==> src/rtl/axis_sync_fifo.sv <==
`default_nettype none
// ============================================================================
// Module   : axis_sync_fifo
// Purpose  : Single-clock AXI4-Stream FIFO with synchronous flush. Ready on
//            the input side depends only on stored occupancy and the flush
//            input, so downstream back-pressure never reaches the producer
//            combinationally.
// Revision : 1.0 - initial release
// ============================================================================
module axis_sync_fifo #(
    parameter int TDATA_WIDTH = 32,
    parameter int DEPTH       = 4
) (
    input  logic                         clk_i,
    input  logic                         rst_ni,
    // input stream
    input  logic                         s_tvalid_i,
    input  logic [TDATA_WIDTH-1:0]       s_tdata_i,
    output logic                         s_tready_o,
    // output stream
    output logic                         m_tvalid_o,
    output logic [TDATA_WIDTH-1:0]       m_tdata_o,
    input  logic                         m_tready_i,
    // flush and status
    input  logic                         invalidate_i,
    output logic [$clog2(DEPTH+1)-1:0]   count_o
);

    localparam int ADDR_W = $clog2(DEPTH);
    localparam int PTR_W  = ADDR_W + 1;
    localparam int CNT_W  = $clog2(DEPTH + 1);

    // Storage is deliberately left without reset; only the pointers matter.
    logic [TDATA_WIDTH-1:0] mem_q [DEPTH];

    // Pointers carry one extra MSB so full and empty are distinguishable.
    logic [PTR_W-1:0] wptr_q, wptr_d;
    logic [PTR_W-1:0] rptr_q, rptr_d;
    logic [PTR_W-1:0] w_occ;

    logic w_empty;
    logic w_full;
    logic w_push;
    logic w_pop;

    // Occupancy and status flags derived purely from the registered pointers.
    always_comb begin
        w_occ   = wptr_q - rptr_q;
        w_empty = (wptr_q == rptr_q);
        w_full  = (wptr_q[ADDR_W-1:0] == rptr_q[ADDR_W-1:0]) &&
                  (wptr_q[PTR_W-1] != rptr_q[PTR_W-1]);
    end

    // Handshake outputs; a flush in progress blocks both sides.
    always_comb begin
        s_tready_o = !w_full && !invalidate_i;
        m_tvalid_o = !w_empty && !invalidate_i;
        m_tdata_o  = mem_q[rptr_q[ADDR_W-1:0]];
        count_o    = CNT_W'(w_occ);
        w_push     = s_tvalid_i && s_tready_o;
        w_pop      = m_tvalid_o && m_tready_i;
    end

    // Next pointer values; a flush snaps the read pointer onto the write pointer.
    always_comb begin
        wptr_d = wptr_q;
        rptr_d = rptr_q;
        if (invalidate_i) begin
            rptr_d = wptr_q;
        end else begin
            if (w_push) wptr_d = wptr_q + PTR_W'(1);
            if (w_pop)  rptr_d = rptr_q + PTR_W'(1);
        end
    end

    // Pointer registers with asynchronous reset to the empty state.
    always_ff @(posedge clk_i or negedge rst_ni) begin
        if (!rst_ni) begin
            wptr_q <= '0;
            rptr_q <= '0;
        end else begin
            wptr_q <= wptr_d;
            rptr_q <= rptr_d;
        end
    end

    // Array write on an accepted input beat.
    always_ff @(posedge clk_i) begin
        if (w_push) begin
            mem_q[wptr_q[ADDR_W-1:0]] <= s_tdata_i;
        end
    end

endmodule
`default_nettype wire

==> config.mk <==
export PLATFORM = sky130hd
export DESIGN_NAME = axis_sync_fifo
export DESIGN_NICKNAME = d
export VERILOG_FILES = /design/src/rtl/axis_sync_fifo.sv
export SDC_FILE = /design/constraint.sdc
export NUM_CORES = 1
export LEC_CHECK = 0
export CORE_ASPECT_RATIO = 2
export CORE_MARGIN = 2
export CORE_UTILIZATION = 45
export DETAILED_ROUTE_END_ITERATION = 10
export PLACE_DENSITY_LB_ADDON = 0.15
export SLEW_MARGIN = 20
export SYNTH_ARGS = -nofsm -noshare
export SYNTH_HDL_FRONTEND = slang
export SYNTH_SLANG_ARGS = --single-unit
==> constraint.sdc <==
create_clock -name clk_i -period 3.8 [get_ports clk_i]
set_input_delay 0.57 -clock clk_i [delete_from_list [all_inputs] [get_ports clk_i]]
set_output_delay 0.57 -clock clk_i [all_outputs]
set_load 0.05 [all_outputs]
==> out/summary.txt <==
Sink Count: 134
WL met2: 5200 um
Final setup violation count: 0
WL/cell: 19.6 um
Hold Vio Cnt, Final: 0
Worst skew pair latency: 0.40 ns
Sw power: 2.24 mW
Post-synth top cells: 128 x edfxtp_1, 32 x mux4_2, 7 x ha_1
CP endpoint kind: output port
Initial core utilization: 45.7%
Leak: 2.22 nW
First-pass GRT wire length: 14100 um
Peak Freq: 299 MHz
Final worst path period share: 87.9%
Number of setup buffers added after CTS: 0
Worst min path class: in -> async
Ys async rst share: 4.48%
Syn Std Cell Area: 5130 um^2
Max Cap Viol: 0
Period minus WS final: 3.34 ns
DRT Pass-1 Iters: 5
Most frequent cell after synthesis: edfxtp_1
Initial antenna violation count: 0
Syn Inst Count: 222
Clk pwr share: 25.7%
Post-cts repair resize count: 0
Crit Path Max Fanout: 17
DP HPWL: 5810 um
Core area: 11200 um^2
Routed WL: 9170 um
I/O Buffers: 73
Final worst slack: 0.461 ns
Via count: 2506
Worst path max stage delay: 0.82 ns
Clock slew seen by the registers of the worst setup and hold paths: 0.05 ns
Hold buffer count at cts: 0
Post-synth cell types: 32
CTS tree: done
Post-Layout Cell Count: 467
GR Util All Layers: 16.1%
Synth top area share: 74.9%
RSZ-0062 raised after global routing: false
Slowest-stage cell, CP: clkdlybuf4s50_1
Data required, critical path: 3.23 ns
Final ANT Viol Nets: 0
CTS Buf Count: 17
Final hold slack: 0.436 ns
CTS H-tree lvls: 4
Diodes inserted: 0
Max layer used: met4
Status: finished clean
Fraction of layout cells with a size suffix above 1: 24.6%
Switching share of power: 37.6%
Clk buf depth: 2
P per Cell Area: 899 nW/um^2
Pre-CTS setup slack: 0.859 ns
Final total power: 5.96 mW
Placed insts: 436
Met3 wire len: 358 um
DIE AREA: 12300 um^2
Warnings, synthesis: 0
Number of synthesized flops with an enable pin: 128
Int Power: 3.72 mW
DR iter-0 viols: 121
Worst Clk Skew: 0.00479 ns
Ports: 74
Area leader, netlist: edfxtp_1
Startpoint Class: flop
Top cells by area, synth: edfxtp_1 75%, mux4_2 14%, dfrtp_1 2.9%
Syn Area/Cell: 23.1 um^2
Worst VDD drop: 1240 uV
Slew HR: 62.8%
Gr ovfl total: 0
CTS root buf: clkbuf_16
DIE HEIGHT: 155 um
Residual DRC: 0
Vias in the first global route: 2668
Most used DFF post-synth: edfxtp_1
Finished Cell Area: 6630 um^2
Chip width: 79.5 um
Rows: 55
Crit-path cells: ha_1, inv_1, fa_1, xnor2_1, clkdlybuf4s50_1
Worst Tran Pin Value: 0.558 ns
Wl on met1: 3430 um
Largest net degree at the start of global routing: 22
Final Max Slew Viols: 0
Finished Core Util: 59.1%
GPL Wtd Cong: 0.770
Setup TNS: 0 ns
Syn_nets: 267
Sequential share of power: 33.3%
Critical Path AT: 2.77 ns
Logic pwr share: 41.1%
Fillers: 816
P&R area growth vs syn: 29.3%
Final #Nets: 358
Register area share after synthesis: 77.8%
Synthesized flop and latch total: 134
Area after DPL: 6070 um^2
Crit path kind: reg -> out
Via density: 5.37
## routing by layer
metal | track usage, % | vias up
met5 | 0 | -
met4 | 7.06 | 0
met3 | 5.63 | 15
met2 | 27.7 | 75
met1 | 17.7 | 1308
li1 | - | 1108
## kinds of logic after synthesis
group | share of synthesized area (%)
and+or+nand+nor | 1.90
AOI/OAI and AO/OA | 1.63
DFF | 77.8
muxes | 14.3
buffers and inverters | 1.27
xor gates and xnor gates | 1.00
adders and majority gates | 2.10
## critical path, delay by kind of cell (launching register included)
kind       cells  cell delay, ns
xor+xnor       1            0.17
fa+ha+maj      2            0.62
buf+inv        2            0.87
flops          1            0.70
## cells in the final DEF, fill, tap and decap left out, types with 4 or more instances in the layout
cell and instances:
clkbuf_16 17, edfxtp_1 128, ha_1 7, buf_4 7
mux4_2 32, dfrtp_1 4, inv_1 5, clkinv_2 7
clkdlybuf4s50_1 73
## flip-flops by register name, summed over array words and instances, names as in the netlist
register and flops:
mem_q 128, rptr_q 3, wptr_q 3
## area by class of cell
| class | instances | area [um^2] | area share (%) |
|---|---|---|---|
| clock inverter | 14 | 136 | 2.06 |
| tap | 142 | 178 | 2.68 |
| timing repair buffer | 81 | 803 | 12.1 |
| sequential | 134 | 4000 | 60.2 |
| inverter | 5 | 18.8 | 0.283 |
| multi-input combinational | 74 | 1080 | 16.2 |
| clock buffer | 17 | 425 | 6.41 |
## worst paths after layout
path,from,end,slack [ns],cells after the start
max in group asynchronous,rst_ni,rptr_q[0],3.09,1
min in group clk_i,wptr_q[0],wptr_q[0],0.58,1
worst max-delay path,rptr_q[0],count_o[2],0.46,5
worst max register to register,rptr_q[0],mem_q[0][28],1.16,4
worst min-delay path,rst_ni,wptr_q[1],0.44,1
worst min register to register,wptr_q[0],wptr_q[0],0.58,1
## power groups by stage
stage	sequential (mW)	combinational, mW	clock [mW]
finish	1.98	2.45	1.53
global route	2.01	2.57	1.63
global placement	2.01	2.47	0
detailed placement	2.02	2.47	0
floorplan	1.92	1.80	0
CTS	1.99	2.48	1.56
Power figures use the tool's default switching activity.
==> edit (same settings) <==
`DEPTH`: 4 -> 8.
--- a/src/rtl/axis_sync_fifo.sv
+++ b/src/rtl/axis_sync_fifo.sv
@@ -11,3 +11,3 @@
     parameter int TDATA_WIDTH = 32,
-    parameter int DEPTH       = 4
+    parameter int DEPTH       = 8
 ) (
Interface: changed (resized count_o); port bits go from 74 to 75. No check against the original RTL was run, so the function may have changed too.
==> edit against the original RTL <==
Sequential cell count up 130; worst setup slack better by 0.013 ns; cell area up 83%; fmax up 0.38%; synthesized cell count up 130%; routed wire length up 130%; area after synthesis up 99%; core utilization down 5.2 points; sequential power up 83%; total power up 70%; critical endpoint is now count_o[1]; largest cell class unchanged; highest routed layer unchanged.
==> edit: results <==
{
  "largest_reg_flops": 256,
  "async_flop_share_pct": 3.03,
  "drive_gt1_share_pct": 27.1,
  "synth_xor_xnor_area_share_pct": 0.844,
  "fin_skew_ns": 0.00876,
  "peakVddDrop_v": 0.000797,
  "via_count": 4912,
  "grt_pass1_vias": 5369,
  "critPathCapture": "count_o[1]",
  "antenna_found_initial": 1,
  "worstPathMaxFanout": 10,
  "status": "completed",
  "insertion_delay_ns": 0.52,
  "nets": 648,
  "pg_clk_w": 0.00233,
  "synth-seq-area-share_pct": 77.2,
  "avgSynthCellArea_um2": 20.1,
  "yosys-top-cells-area": "edfxtp_1, mux4_2, nand2_1, dfrtp_1, ha_1",
  "stdcell_count": 900,
  "synth_commonest_cells": "edfxtp_1, nand2_1, mux4_2",
  "grt.met3_usage_pct": 2.23,
  "numPortBuffers": 74,
  "clock_power_share_pct": 23.0,
  "placed_area_um2": 11400,
  "synth-compound-area-share_pct": 0.587,
  "ys_types": 31,
  "use_met2_pct": 33.6,
  "rr_startpoint": "wptr_q[1]$_DFFE_PN0P_",
  "use_met1_pct": 20.8,
  "fill_cells": 1756,
  "stdcell_area_um2": 12200,
  "cp.arrival_ns": 2.76,
  "wl_per_cell_um": 23.3,
  "max_stage_delay_ns": 0.80,
  "drt-initial-drc-count": 286,
  "leakagePower_nw": 4.12,
  "cts_made_buffers": 24,
  "hold_ws_ns": 0.386,
  "firstDrtPassIters": 4,
  "slew_headroom_pct": 58.7,
  "dp_cells": 859,
  "dp_hpwl_mm": 13.0,
  "grtUsageTotal_pct": 17.8,
  "ys_warn_count": 0,
  "dp_slack_ns": 0.993,
  "synth_mux_area_share_pct": 14.4,
  "r2r_end": "mem_q[7][26]$_DFFE_PP_",
  "yosys.area_share.adder_pct": 0.808,
  "ff2ff_path_depth": 6,
  "post-route-period-util_pct": 87.5,
  "cts-htree-levels": 1,
  "place.gp.congestion": 0.833,
  "syn_nets": 551,
  "p_switching_w": 0.00377
}
[edit: changes by cell type in the layout (fill, tap and decap cells not counted), sizes merged, moves of 3 or more]
cell and delta:
clkbuf +13, inv +3, nand2 +100, mux4 +32, o21ai +4, edfxtp +128, clkdlybuf4s50 -35, nor3 +3
buf +49
[edit: final cells by class]
cell class / instances / area share (%)
multi-input combinational: 210 / 18.5
clock buffer: 30 / 5.30
sequential: 264 / 64.9
clock inverter: 10 / 0.843
inverter: 10 / 0.309
tap: 280 / 2.88
timing repair buffer: 95 / 7.26
antenna: 1 / 0.0206
[edit: per-layer routing]
| layer | routed length, µm | vias up | share of wire, % |
|---|---|---|---|
| li1 | - | 2190 | - |
| met1 | 7890 | 2559 | 38 |
| met2 | 11600 | 125 | 55 |
| met3 | 916 | 38 | 4.4 |
| met4 | 568 | 0 | 2.7 |
| met5 | 0 | - | 0 |
